$ cat src/rtl/rv32i_types.sv
// Shared RV32I encodings, datapath mux selects and controller state for the multicycle core.
package rv32i_types;

   typedef enum logic [6:0] {
      op_lui   = 7'b0110111,
      op_auipc = 7'b0010111,
      op_jal   = 7'b1101111,
      op_jalr  = 7'b1100111,
      op_br    = 7'b1100011,
      op_load  = 7'b0000011,
      op_store = 7'b0100011,
      op_imm   = 7'b0010011,
      op_reg   = 7'b0110011,
      op_csr   = 7'b1110011
   } rv32i_opcode;

   typedef enum logic [2:0] {
      alu_add, alu_sll, alu_sra, alu_sub, alu_xor, alu_srl, alu_or, alu_and
   } alu_ops;

   typedef enum logic [2:0] {
      beq = 3'b000, bne = 3'b001, blt = 3'b100, bge = 3'b101, bltu = 3'b110, bgeu = 3'b111
   } branch_funct3_t;

   typedef enum logic [2:0] {lb = 3'b000, lh = 3'b001, lw = 3'b010, lbu = 3'b100, lhu = 3'b101} load_funct3_t;
   typedef enum logic [2:0] {sb = 3'b000, sh = 3'b001, sw = 3'b010} store_funct3_t;
   typedef enum logic [2:0] {add = 3'b000, sll, slt, sltu, axor, sr, aor, aand} arith_funct3_t;

   typedef enum logic [1:0] {pcmux_pc_plus4, pcmux_alu_out, pcmux_alu_mod2} pcmux_sel_t;
   typedef enum logic {marmux_pc_out, marmux_alu_out} marmux_sel_t;
   typedef enum logic {cmpmux_rs2_out, cmpmux_i_imm} cmpmux_sel_t;
   typedef enum logic {alumux1_rs1_out, alumux1_pc_out} alumux1_sel_t;
   typedef enum logic [2:0] {
      alumux2_i_imm, alumux2_u_imm, alumux2_b_imm, alumux2_s_imm, alumux2_j_imm, alumux2_rs2_out
   } alumux2_sel_t;
   typedef enum logic [3:0] {
      rfmux_alu_out, rfmux_br_en, rfmux_u_imm, rfmux_lw, rfmux_pc_plus4,
      rfmux_lb, rfmux_lbu, rfmux_lh, rfmux_lhu
   } regfilemux_sel_t;

   typedef enum logic [4:0] {
      FETCH1, FETCH2, FETCH3, DECODE, IMM, REG, LUI, AUIPC, BR,
      ADDR, LD1, LD2, ST1, ST2, JAL, JALR, TRAP
   } state_t;

   function automatic logic [3:0] store_be(input logic [2:0] f3, input logic [1:0] off);
      case (f3)
         sh:      return 4'b0011 << off;
         sb:      return 4'b0001 << off;
         default: return 4'b1111;
      endcase
   endfunction

   // funct3[1:0] carries the access size for both loads and stores
   function automatic logic misaligned(input logic [2:0] f3, input logic [1:0] off);
      case (f3[1:0])
         2'b10:   return off != 2'b00;
         2'b01:   return off[0];
         default: return 1'b0;
      endcase
   endfunction

endpackage

$ cat src/rtl/cpu_control_decode.sv
// Combinational decode of the IR fields into the execute state and ALU/compare ops.
module cpu_control_decode
   import rv32i_types::*;
(
   input  logic [6:0]     opcode,
   input  logic [2:0]     funct3,
   input  logic [6:0]     funct7,
   output state_t         exec_state,
   output alu_ops         aluop,
   output branch_funct3_t cmpop
);

   logic unused_f7;
   assign unused_f7 = ^{funct7[6], funct7[4:0]};

   always_comb begin
      exec_state = TRAP;
      aluop      = alu_add;
      cmpop      = beq;
      case (opcode)
         op_lui:   exec_state = LUI;
         op_auipc: exec_state = AUIPC;
         op_jal:   exec_state = JAL;
         op_jalr:  exec_state = JALR;
         op_load,
         op_store: exec_state = ADDR;
         op_br: begin
            exec_state = BR;
            cmpop      = branch_funct3_t'(funct3);
         end
         op_imm, op_reg: begin
            exec_state = (opcode == op_imm) ? IMM : REG;
            aluop      = alu_ops'(funct3);
            // funct7 is immediate bits for most op_imm forms; only the shift uses bit 5
            if (funct7[5] && funct3 == sr)
               aluop = alu_sra;
            else if (funct7[5] && funct3 == add && opcode == op_reg)
               aluop = alu_sub;
            if (funct3 == slt)  cmpop = blt;
            if (funct3 == sltu) cmpop = bltu;
         end
         default: exec_state = TRAP;
      endcase
   end

endmodule

$ cat src/rtl/cpu_control.sv
// Multicycle RV32I control FSM: fetch, decode, execute and memory handshake, with sticky trap.
module cpu_control
   import rv32i_types::*;
#(
   parameter int unsigned MEM_TIMEOUT = 0
) (
   input  logic            clk,
   input  logic            rst,
   input  logic [6:0]      opcode,
   input  logic [2:0]      funct3,
   input  logic [6:0]      funct7,
   input  logic            br_en,
   input  logic [1:0]      mem_offset,
   input  logic            mem_resp,
   output alu_ops          aluop,
   output branch_funct3_t  cmpop,
   output cmpmux_sel_t     cmpmux_sel,
   output pcmux_sel_t      pcmux_sel,
   output marmux_sel_t     marmux_sel,
   output alumux1_sel_t    alumux1_sel,
   output alumux2_sel_t    alumux2_sel,
   output regfilemux_sel_t regfilemux_sel,
   output logic            load_ir,
   output logic            load_mar,
   output logic            load_pc,
   output logic            load_regfile,
   output logic            load_mdr,
   output logic            load_data_out,
   output logic            mem_read,
   output logic            mem_write,
   output logic [3:0]      mem_byte_enable,
   output logic            trap
);

   state_t         state_q, state_d, dec_state;
   logic [1:0]     offset_q, offset_d;
   logic           trap_q, trap_d;
   logic [31:0]    wait_q, wait_d;
   logic           mem_state, timed_out;
   alu_ops         dec_aluop;
   branch_funct3_t dec_cmpop;

   cpu_control_decode u_dec (
      .opcode    (opcode),
      .funct3    (funct3),
      .funct7    (funct7),
      .exec_state(dec_state),
      .aluop     (dec_aluop),
      .cmpop     (dec_cmpop)
   );

   assign trap      = trap_q;
   assign mem_state = (state_q == FETCH2) || (state_q == LD1) || (state_q == ST1);
   assign timed_out = (MEM_TIMEOUT != 0) && !mem_resp && (wait_q == MEM_TIMEOUT - 1);

   always_comb begin
      state_d         = state_q;
      offset_d        = offset_q;
      load_ir         = 1'b0;
      load_mar        = 1'b0;
      load_pc         = 1'b0;
      load_regfile    = 1'b0;
      load_mdr        = 1'b0;
      load_data_out   = 1'b0;
      mem_read        = 1'b0;
      mem_write       = 1'b0;
      mem_byte_enable = 4'b1111;
      aluop           = alu_add;
      cmpop           = beq;
      pcmux_sel       = pcmux_pc_plus4;
      marmux_sel      = marmux_pc_out;
      cmpmux_sel      = cmpmux_rs2_out;
      alumux1_sel     = alumux1_rs1_out;
      alumux2_sel     = alumux2_i_imm;
      regfilemux_sel  = rfmux_alu_out;
      // Outputs are forced idle while reset is held so an abort takes effect immediately
      if (!rst) begin
         case (state_q)
            FETCH1: begin
               load_mar = 1'b1;
               state_d  = FETCH2;
            end
            FETCH2: begin
               mem_read = 1'b1;
               if (mem_resp) begin
                  load_mdr = 1'b1;
                  state_d  = FETCH3;
               end else if (timed_out) state_d = TRAP;
            end
            FETCH3: begin
               load_ir = 1'b1;
               state_d = DECODE;
            end
            DECODE: state_d = dec_state;
            IMM, REG: begin
               aluop        = dec_aluop;
               cmpop        = dec_cmpop;
               load_regfile = 1'b1;
               load_pc      = 1'b1;
               if (state_q == REG) alumux2_sel = alumux2_rs2_out;
               if (funct3 == slt || funct3 == sltu) begin
                  regfilemux_sel = rfmux_br_en;
                  if (state_q == IMM) cmpmux_sel = cmpmux_i_imm;
               end
               state_d = FETCH1;
            end
            LUI: begin
               regfilemux_sel = rfmux_u_imm;
               load_regfile   = 1'b1;
               load_pc        = 1'b1;
               state_d        = FETCH1;
            end
            AUIPC: begin
               alumux1_sel  = alumux1_pc_out;
               alumux2_sel  = alumux2_u_imm;
               load_regfile = 1'b1;
               load_pc      = 1'b1;
               state_d      = FETCH1;
            end
            BR: begin
               alumux1_sel = alumux1_pc_out;
               alumux2_sel = alumux2_b_imm;
               cmpop       = dec_cmpop;
               load_pc     = 1'b1;
               pcmux_sel   = br_en ? pcmux_alu_out : pcmux_pc_plus4;
               state_d     = FETCH1;
            end
            JAL, JALR: begin
               regfilemux_sel = rfmux_pc_plus4;
               load_regfile   = 1'b1;
               load_pc        = 1'b1;
               if (state_q == JAL) begin
                  alumux1_sel = alumux1_pc_out;
                  alumux2_sel = alumux2_j_imm;
                  pcmux_sel   = pcmux_alu_out;
               end else pcmux_sel = pcmux_alu_mod2;
               state_d = FETCH1;
            end
            ADDR: begin
               marmux_sel = marmux_alu_out;
               load_mar   = 1'b1;
               offset_d   = mem_offset;
               if (opcode == op_store) begin
                  alumux2_sel   = alumux2_s_imm;
                  load_data_out = 1'b1;
                  state_d       = ST1;
               end else state_d = LD1;
               if (misaligned(funct3, mem_offset)) state_d = TRAP;
            end
            LD1: begin
               mem_read = 1'b1;
               if (mem_resp) begin
                  load_mdr = 1'b1;
                  state_d  = LD2;
               end else if (timed_out) state_d = TRAP;
            end
            LD2: begin
               case (funct3)
                  lb:      regfilemux_sel = rfmux_lb;
                  lh:      regfilemux_sel = rfmux_lh;
                  lbu:     regfilemux_sel = rfmux_lbu;
                  lhu:     regfilemux_sel = rfmux_lhu;
                  default: regfilemux_sel = rfmux_lw;
               endcase
               load_regfile = 1'b1;
               load_pc      = 1'b1;
               state_d      = FETCH1;
            end
            ST1: begin
               mem_write       = 1'b1;
               mem_byte_enable = store_be(funct3, offset_q);
               if (mem_resp) state_d = ST2;
               else if (timed_out) state_d = TRAP;
            end
            ST2: begin
               load_pc = 1'b1;
               state_d = FETCH1;
            end
            default: state_d = TRAP;
         endcase
      end
   end

   always_comb begin
      trap_d = trap_q | (state_d == TRAP);
      wait_d = (mem_state && state_d == state_q) ? wait_q + 32'd1 : 32'd0;
   end

   always_ff @(posedge clk or posedge rst) begin
      if (rst) begin
         state_q  <= FETCH1;
         offset_q <= 2'b00;
         trap_q   <= 1'b0;
         wait_q   <= 32'd0;
      end else begin
         state_q  <= state_d;
         offset_q <= offset_d;
         trap_q   <= trap_d;
         wait_q   <= wait_d;
      end
   end

endmodule

$ cat config.mk
export PLATFORM = sky130hd
export DESIGN_NAME = cpu_control
export DESIGN_NICKNAME = d
export VERILOG_FILES = /design/src/rtl/rv32i_types.sv /design/src/rtl/cpu_control_decode.sv /design/src/rtl/cpu_control.sv
export SDC_FILE = /design/constraint.sdc
export NUM_CORES = 1
export LEC_CHECK = 0
export CELL_PAD_IN_SITES_DETAIL_PLACEMENT = 0
export CELL_PAD_IN_SITES_GLOBAL_PLACEMENT = 1
export CORE_UTILIZATION = 28
export DETAILED_ROUTE_END_ITERATION = 16
export PLACE_DENSITY = 0.78
export SLEW_MARGIN = 20
export SYNTH_ARGS = -nofsm -noshare
export SYNTH_HDL_FRONTEND = slang
export SYNTH_SLANG_ARGS = --single-unit
$ cat constraint.sdc
create_clock -name clk -period 2 [get_ports clk]
set_clock_uncertainty 0.05 [all_clocks]
set_input_delay 0.2 -clock clk [delete_from_list [all_inputs] [get_ports clk]]
set_output_delay 0.2 -clock clk [all_outputs]
set_load 0.1 [all_outputs]
# Word-level counts from Yosys, hierarchy flattened
# Cells that the tools add are included.
[classes] muxes=65 eq_ne=32 bitwise=2 n_shift=2 n_reduce_logical=18
[ops] op="equality test 5 x 4 -> 1 bit (second input constant)" count=8
[ops] op="one-hot mux 5 bit (8 select lines)" count=1
[ops] op="two-way mux 3 bit" count=13
[ops] op="one-hot mux 5 bit (7 select lines)" count=1
[ops] op="one-hot mux 4 bit (4 select lines)" count=2
[ops] op="two-way mux 1 bit" count=31
[ops] op="two-way mux 5 bit" count=5
[ops] op="equality test 7 x 6 -> 1 bit (second input constant)" count=3
[ops] op="equality test 7 bit (second input constant)" count=3
[ops] op="equality test 5 x 3 -> 1 bit (second input constant)" count=4
[ops] op="one-hot mux 3 bit (5 select lines)" count=1
[ops] op="equality test 7 x 5 -> 1 bit (second input constant)" count=2
[ops] op="OR reduction 2 bit" count=7
[ops] op="two-way mux 4 bit" count=3
[ops] op="equality test 5 x 2 -> 1 bit (second input constant)" count=2
[ops] op="OR reduction 9 bit" count=1
[ops] op="one-hot mux 4 bit (2 select lines)" count=1
[ops] op="equality test 7 x 2 -> 1 bit (second input constant)" count=1
[ops] op="OR reduction 7 bit" count=1
[ops] op="equality test 3 x 2 -> 1 bit (second input constant)" count=2
[ops] op="equality test 3 bit (second input constant)" count=2
[ops] op="two-way mux 2 bit" count=3
[ops] op="one-hot mux 3 bit (2 select lines)" count=1
[ops] op="equality test 5 x 1 -> 1 bit (second input constant)" count=1
[ops] op="17 further kinds" count=20
[word_totals] inputBits=23 ff_bits=8 word_cells=122

# Longest topological paths before layout
# Gate-level depths: netlist (run 1).
[logic_depth] depth_word=9 mapped_depth=8 ltp_nobuf=7

# Modules after synthesis
# A second synthesis (run 1) with hierarchy kept.
[unflattened] hier_cells=189 hier_area_um2=1398.8
[by_module_without_submodules] mod="cpu_control" instances=1 cells_each=152 area_per_inst_um2=1123.6
[by_module_without_submodules] mod="cpu_control_decode" instances=1 cells_each=37 area_per_inst_um2=275.3

# Worst setup path after synthesis (run 1)
# OpenSTA, ideal clock, no wires.
[synth_path] kind="register -> output" from="register state_q[4]" to="output mem_byte_enable[0]" arrival_ps=5400 path_slack_ps=-3650 n_path_buf=1 t_required_ps=1750 stages_incl_launch_ff=6 path_cell_list="dfrtp_1 > or2_2 > clkbuf_1 > nor4_1 > nor3b_2 > o21ai_0"
[synth_via] elab_chain_len=3
[synth_lines] element="start, declared" line="cpu_control.sv:35" source="state_t state_q, state_d, dec_state;"
[synth_lines] element="start signal, assigned" line="cpu_control.sv:196" source="state_q <= state_d;"
[synth_lines] element="equality test 5 x 4 -> 1 bit" line="cpu_control.sv:78" source="case (state_q)"
[synth_lines] element="two-way mux 4 bit" line="cpu_control.sv:78"
[synth_lines] element="two-way mux 4 bit" line="cpu_control.sv:77" source="if (!rst) begin"
[synth_lines] element="end, declared" line="cpu_control.sv:31" source="output logic [3:0] mem_byte_enable,"
# No other way between the ends.

# Worst setup path in the final report (run 1)
[layout_path] from="register state_q[4]" to="output alumux2_sel[1]"
[layout_via] elab_chain_len=4 word_cells_on_any_way=11 classes_between="7 x eq/ne; 2 x mux; 2 x reduce/logical"
[layout_lines] element="equality test 5 x 4 -> 1 bit / equality test 5 x 3 -> 1 bit (equally long branches)" line="cpu_control.sv:78"
[layout_lines] element="OR reduction 2 bit, on equally long branches"
[layout_lines] element="one-hot mux 3 bit (5 select lines) (*)" line="cpu_control.sv:78"
[layout_lines] element="two-way mux 3 bit (*)" line="cpu_control.sv:77"
[layout_lines] element="end, declared" line="cpu_control.sv:21" source="output alumux2_sel_t alumux2_sel,"
# Mark *: on every way between the ends. The rest lies on a longest branch, timed or not.

==> results.toml, run 1 <==
[finish]
drive_gt1_share_pct = 58.30
layout_common_cells = "51 x buf_4, 28 x buf_12, 14 x nand2_1"
antennaDiodeCount = 0
area_delta_synth_final_pct = 135.6
post-route-cell-area_um2 = 2841
fin_nets = 300
final_common_cell = "buf_4"

[synthesis]
syn-cell-area_um2 = 1206
ys_ff_latch = 8
ys_types = 54
synth.avg_cell_area_um2 = 6.892
synth-edff-count = 0
synth_ff_type = "dfrtp_1"
async_flop_share_pct = 100.0
postSynthCellCount = 175
synth-warning-count = 0
syn-num-nets = 202
seq_area_frac_synth_pct = 16.60

[cts]
clock_latency_ns = 0.24
cts_max_level = 1
numCtsBuffers = 3
cts-root-buf = "clkbuf_8"
path_clk_slew_ns = 0.05
ctsHoldBuffers = 0
tritoncts = "built"
clockBufferDepth = 2
clkSinkCount = 8

[die]
core_area_um2 = 4058
rows = 23
die_w_um = 67.64
die-area_um2 = 4574
fp.dieH_um = 67.64
io-pin-count = 54
start_util_pct = 29.73

[sta]
min_period_ns = 2.078
drv_slew = 0
fmax_ghz = 0.4812
fin_hold_ws_ns = 0.2717
hold_violations = 0
worstMarginPinSlew_ns = 0.4979
post-route-period-util_pct = 103.9
relSlewSlack_pct = 65.95
rsz0062_at_grt = "true"
fin_ws_ns = -0.07807
finalSetupViolCount = 8

[drt]
drtIter0Drc = 48
wirelength_um = 4948
vias_per_cell = 5.374
drtAntennaViolNets = 0
firstDrtPassIters = 4
dr_total_vias = 1725
wl_per_cell_um = 15.41
remaining_drc_errors = 0

[power_and_ir_drop]
ir_worst_vdd_uv = 644.7
cellPowerDensity_nw_per_um2 = 535.8
total_leakage_power_nw = 1.117

[placement]
dpl_cell_area_um2 = 2497
dp_slack_ns = -0.3131
gp_congestion = 0.8261
dp_hpwl_um = 3721
portBuffers = 47

[min_path]
hold_path_class = "in2async"

[grt]
grt_pass1_wl_um = 7900
grt_overflow = 0
grt_pass1_vias = 1655
grt_max_degree = 15
grtUsageTotal_pct = 22.71
antenna_found_initial = 0

[critical_path]
cp_max_fo = 5
required_ns = 1.75
startpoint_type = "flop"
worstSetupPathType = "reg2out"
endpoint_kind = "output port"
arrival_ns = 1.83

[outcome]
outcome = "finished with violations"
violations = "setup timing"

[run]
maxCapViolations = 0
[synth_stat cells, types with 3 or more instances]
cell | instances | area, um^2
a211oi_1 | 3 | 22.52
a21oi_1 | 9 | 45.04
a31oi_1 | 3 | 18.77
buf_6 | 3 | 33.78
clkbuf_1 | 8 | 30.03
dfrtp_1 | 8 | 200.2
ha_1 | 4 | 50.05
inv_1 | 10 | 37.54
nand2_1 | 17 | 63.81
nand2b_1 | 5 | 31.28
nand3_1 | 3 | 15.01
nand3b_1 | 3 | 22.52
nor2_1 | 22 | 82.58
nor2b_1 | 4 | 25.02
nor3_1 | 9 | 45.04
nor4_1 | 5 | 31.28
o21ai_0 | 13 | 65.06
[worst paths after layout]
| check | from | end | slack [ns] | depth (start not counted) |
|---|---|---|---|---|
| worst max-delay path | state_q[4]$_DFF_PP0_ | alumux2_sel[1] | -0.08 | 6 |
| worst min-delay path | rst | state_q[4]$_DFF_PP0_ | 0.27 | 4 |
| worst max register to register | state_q[4]$_DFF_PP0_ | trap$_DFF_PP0_ | 0.06 | 7 |
| worst min register to register | trap$_DFF_PP0_ | trap$_DFF_PP0_ | 0.44 | 1 |
| max in group asynchronous | rst | state_q[2]$_DFF_PP0_ | 1.48 | 4 |
| min in group clk | opcode[0] | state_q[2]$_DFF_PP0_ | 0.35 | 3 |
[flip-flops by register name, indices dropped and copies added, names as in the netlist]
name / count
trap: 1
offset_q: 2
state_q: 5
[report_power, final]
| part | switching, mW | internal (mW) | leakage (nW) |
|---|---|---|---|
| Combinational | 0.620 | 0.449 | 1.00 |
| Clock | 0.0752 | 0.131 | 0.0216 |
| Sequential | 0.0488 | 0.198 | 0.0936 |
| Total | 0.744 | 0.778 | 1.12 |
[layer usage]
metal,up-vias,global-route usage (%),part of all wire (%)
met5,-,0,0
met4,0,6.383,1.2
met3,7,2.365,3.8
met2,52,40.10,53
met1,824,28.69,42
li1,842,-,-
[worst max-delay path: stages, from the launching register on]
cell	delay [ns]
dfrtp_2	0.43
buf_6	0.12
or3_4	0.34
buf_6	0.13
buf_6	0.11
a211oi_4	0.24
buf_12	0.21
[metrics by stage]
stage | total power [mW] | setup TNS (ns) | util (%) | std cells
5_1_grt | 1.600 | -1.192 | 70.03 | 321
3_5_place_dp | 1.101 | -3.523 | 61.55 | 300
6_report | 1.522 | -0.4197 | 70.03 | 321
2_1_floorplan | 0.7963 | -11.74 | - | 175
4_1_cts | 1.357 | -0.3186 | 65.53 | 309
3_3_place_gp | 1.078 | -3.046 | 61.55 | 300
[kinds of logic (layout without fill, tap and decap cells)]
group	count (synthesis)	after routing	synth area share, %
AO/OA/AOI/OAI	51	51	28.74
adder cells (fa/ha/maj)	4	4	4.150
AND/OR/NAND/NOR	84	84	37.45
flip-flops	8	8	16.60
multiplexers	4	4	3.527
buffers and inverters	24	120	9.543
[repair_timing]
action | CTS | global route
buffers inserted | 6 | 12
setup endpoints to repair | 25 | 22
pin swaps | 11 | 14
resized for setup | 40 | 33
cloned | 0 | 0
[cell type report]
class	instances	area (um^2)
Timing Repair Buffer	107	1251
Multi-Input combinational cell	143	1237
Fill cell	303	1216
Sequential cell	8	205.2
Tap cell	50	62.56
Inverter	10	43.79
Clock buffer	3	41.29
Note: power is estimated with default switching activity, not from simulation.
==> run 2: changes to the inputs <==
PLACE_DENSITY = unset   (was 0.78)
PLACE_DENSITY_LB_ADDON = 0.1   (was unset)
RECOVER_POWER = 100   (was unset)
==> results.toml, run 2 (synthesis gave the netlist of run 1 again) <==
[power_and_ir_drop]
power_frac_seq_pct = 16.6
intPower_mw = 0.7489
total_leakage_power_nw = 1.088
p_sw_share_pct = 47.97
p_clk_share_pct = 14.0
combPwrFrac_pct = 69.4
power_switching_mw = 0.6904
cellPowerDensity_nw_per_um2 = 521.7
ir_worst_vdd_uv = 550.8

[drt]
drtIter0Drc = 77
wirelength_um = 4533
wl_per_cell_um = 14.39
drtAntennaViolNets = 0
firstDrtPassIters = 4
wl_met1_um = 1900
dr_total_vias = 1692
vias_per_cell = 5.371
wl_met3_um = 175
top_layer = "met4"
remaining_drc_errors = 0
dr_wl_met2_um = 2427

[critical_path]
startpoint_type = "flop"
r2r_setup_slack_ns = 0.15
path_delay_family = "simple AND/OR/NAND/NOR gates"
cpMaxStageDelayCell = "dfrtp_2"
endpoint_kind = "output port"
arrival_ns = 1.79
path_cells = "or2_4 -> nor4_4 -> nor3b_4 -> o211ai_1 -> buf_12"
worst-path-buf-inv = 1
ff2ff_path_depth = 5
slowest_delay_ns = 0.43
worstSetupPathType = "reg2out"
worstSetupPathDepth = 5
required_ns = 1.75
cp_max_fo = 6

[sta]
finalSetupViolCount = 5
relSlewSlack_pct = 70.34
min_period_ns = 2.044
fin_hold_ws_ns = 0.3344
fmax_ghz = 0.4892
worstMarginPinSlew_ns = 0.4337
drv_slew = 0
fin_setup_tns_ns = -0.1328
fin_ws_ns = -0.04427
hold_violations = 0
post-route-period-util_pct = 102.2
rsz0062_at_grt = "true"

[cts]
cts-root-buf = "clkbuf_8"
clockBufferDepth = 2
tritoncts = "built"
clkSinkCount = 8
path_clk_slew_ns = 0.04
clock_latency_ns = 0.24
numCtsBuffers = 3
cts_max_level = 1
ctsHoldBuffers = 0

[grt]
antenna_found_initial = 0
grt_pass1_wl_um = 7383
grt_max_degree = 11
grt_pass1_vias = 1618
grtUsageTotal_pct = 21.17
grt_overflow = 0

[die]
fp.dieH_um = 67.64
die_w_um = 67.64
rows = 23
start_util_pct = 29.73
io-pin-count = 54
die-area_um2 = 4574
core_area_um2 = 4058

[finish]
largest_reg_flops = 5
layout_common_cells = "51 x buf_4, 30 x buf_12, 14 x nand2_1"
final_cells = 315
final_common_cell = "buf_4"
fin_util_pct = 67.99
area_delta_synth_final_pct = 128.7
regMostFlops = "state_q"
antennaDiodeCount = 0
drive_gt1_share_pct = 55.85
fin_nets = 294

[placement]
dpl.cell_count = 300
gp_congestion = 0.8940
dp_slack_ns = -0.2863
portBuffers = 47
dp_hpwl_um = 3743

[min_path]
hold_path_class = "in2reg"
hold_depth = 3

[outcome]
violations = "setup timing"
outcome = "finished with violations"

[run]
maxCapViolations = 0
[run 2: power groups by stage]
stage          Combinational [mW]  Sequential, mW  Clock, mW
2_1_floorplan               0.571           0.226          0
3_3_place_gp                0.814           0.253          0
6_report                    0.999           0.239      0.201
4_1_cts                     0.912           0.244      0.206
5_1_grt                      1.06           0.246      0.214
3_5_place_dp                0.826           0.255          0
[run 2: layout make-up]
cell class	count	area, um^2
flip-flops and latches	8	205.2
well taps	50	62.56
inverters	10	41.29
multi-input cells	143	1222
clock buffers	3	41.29
fillers	291	1299
repair buffers	101	1186
[run 2: path summary, 6_finish.rpt]
kind | to | startpoint
setup / recovery | mem_byte_enable[2] | state_q[4]$_DFF_PP0_
hold / removal | state_q[2]$_DFF_PP0_ | opcode[0]
setup reg to reg | trap$_DFF_PP0_ | state_q[4]$_DFF_PP0_
hold reg to reg | trap$_DFF_PP0_ | trap$_DFF_PP0_
max in group asynchronous | state_q[2]$_DFF_PP0_ | rst
min in group asynchronous | trap$_DFF_PP0_ | rst
[run 2: worst min-delay path, stage by stage]
cell and delay (ns):
clkdlybuf4s15_1 0.18, a41oi_1 0.13, o31ai_1 0.07
[run 2: metrics by stage]
step / power [mW] / area (um^2)
after floorplan: 0.7963 / 1460
after global placement: 1.067 / 2497
after detailed placement: 1.080 / 2497
after CTS: 1.362 / 2631
after global routing: 1.523 / 2759
final: 1.439 / 2759
[run 2: timing repair]
item / in CTS / in global routing
setup buffers: 5 / 7
setup endpoints to repair: 24 / 18
gates cloned: 0 / 0
hold endpoints to repair: 0 / 0
pin swaps: 12 / 7
gates resized for setup: 40 / 19
[run 2: metal layers]
metal	GRT usage [%]	vias to the layer above
met5	0	-
met4	5.053	0
met3	1.520	6
met2	38.99	57
met1	26.18	803
li1	-	826
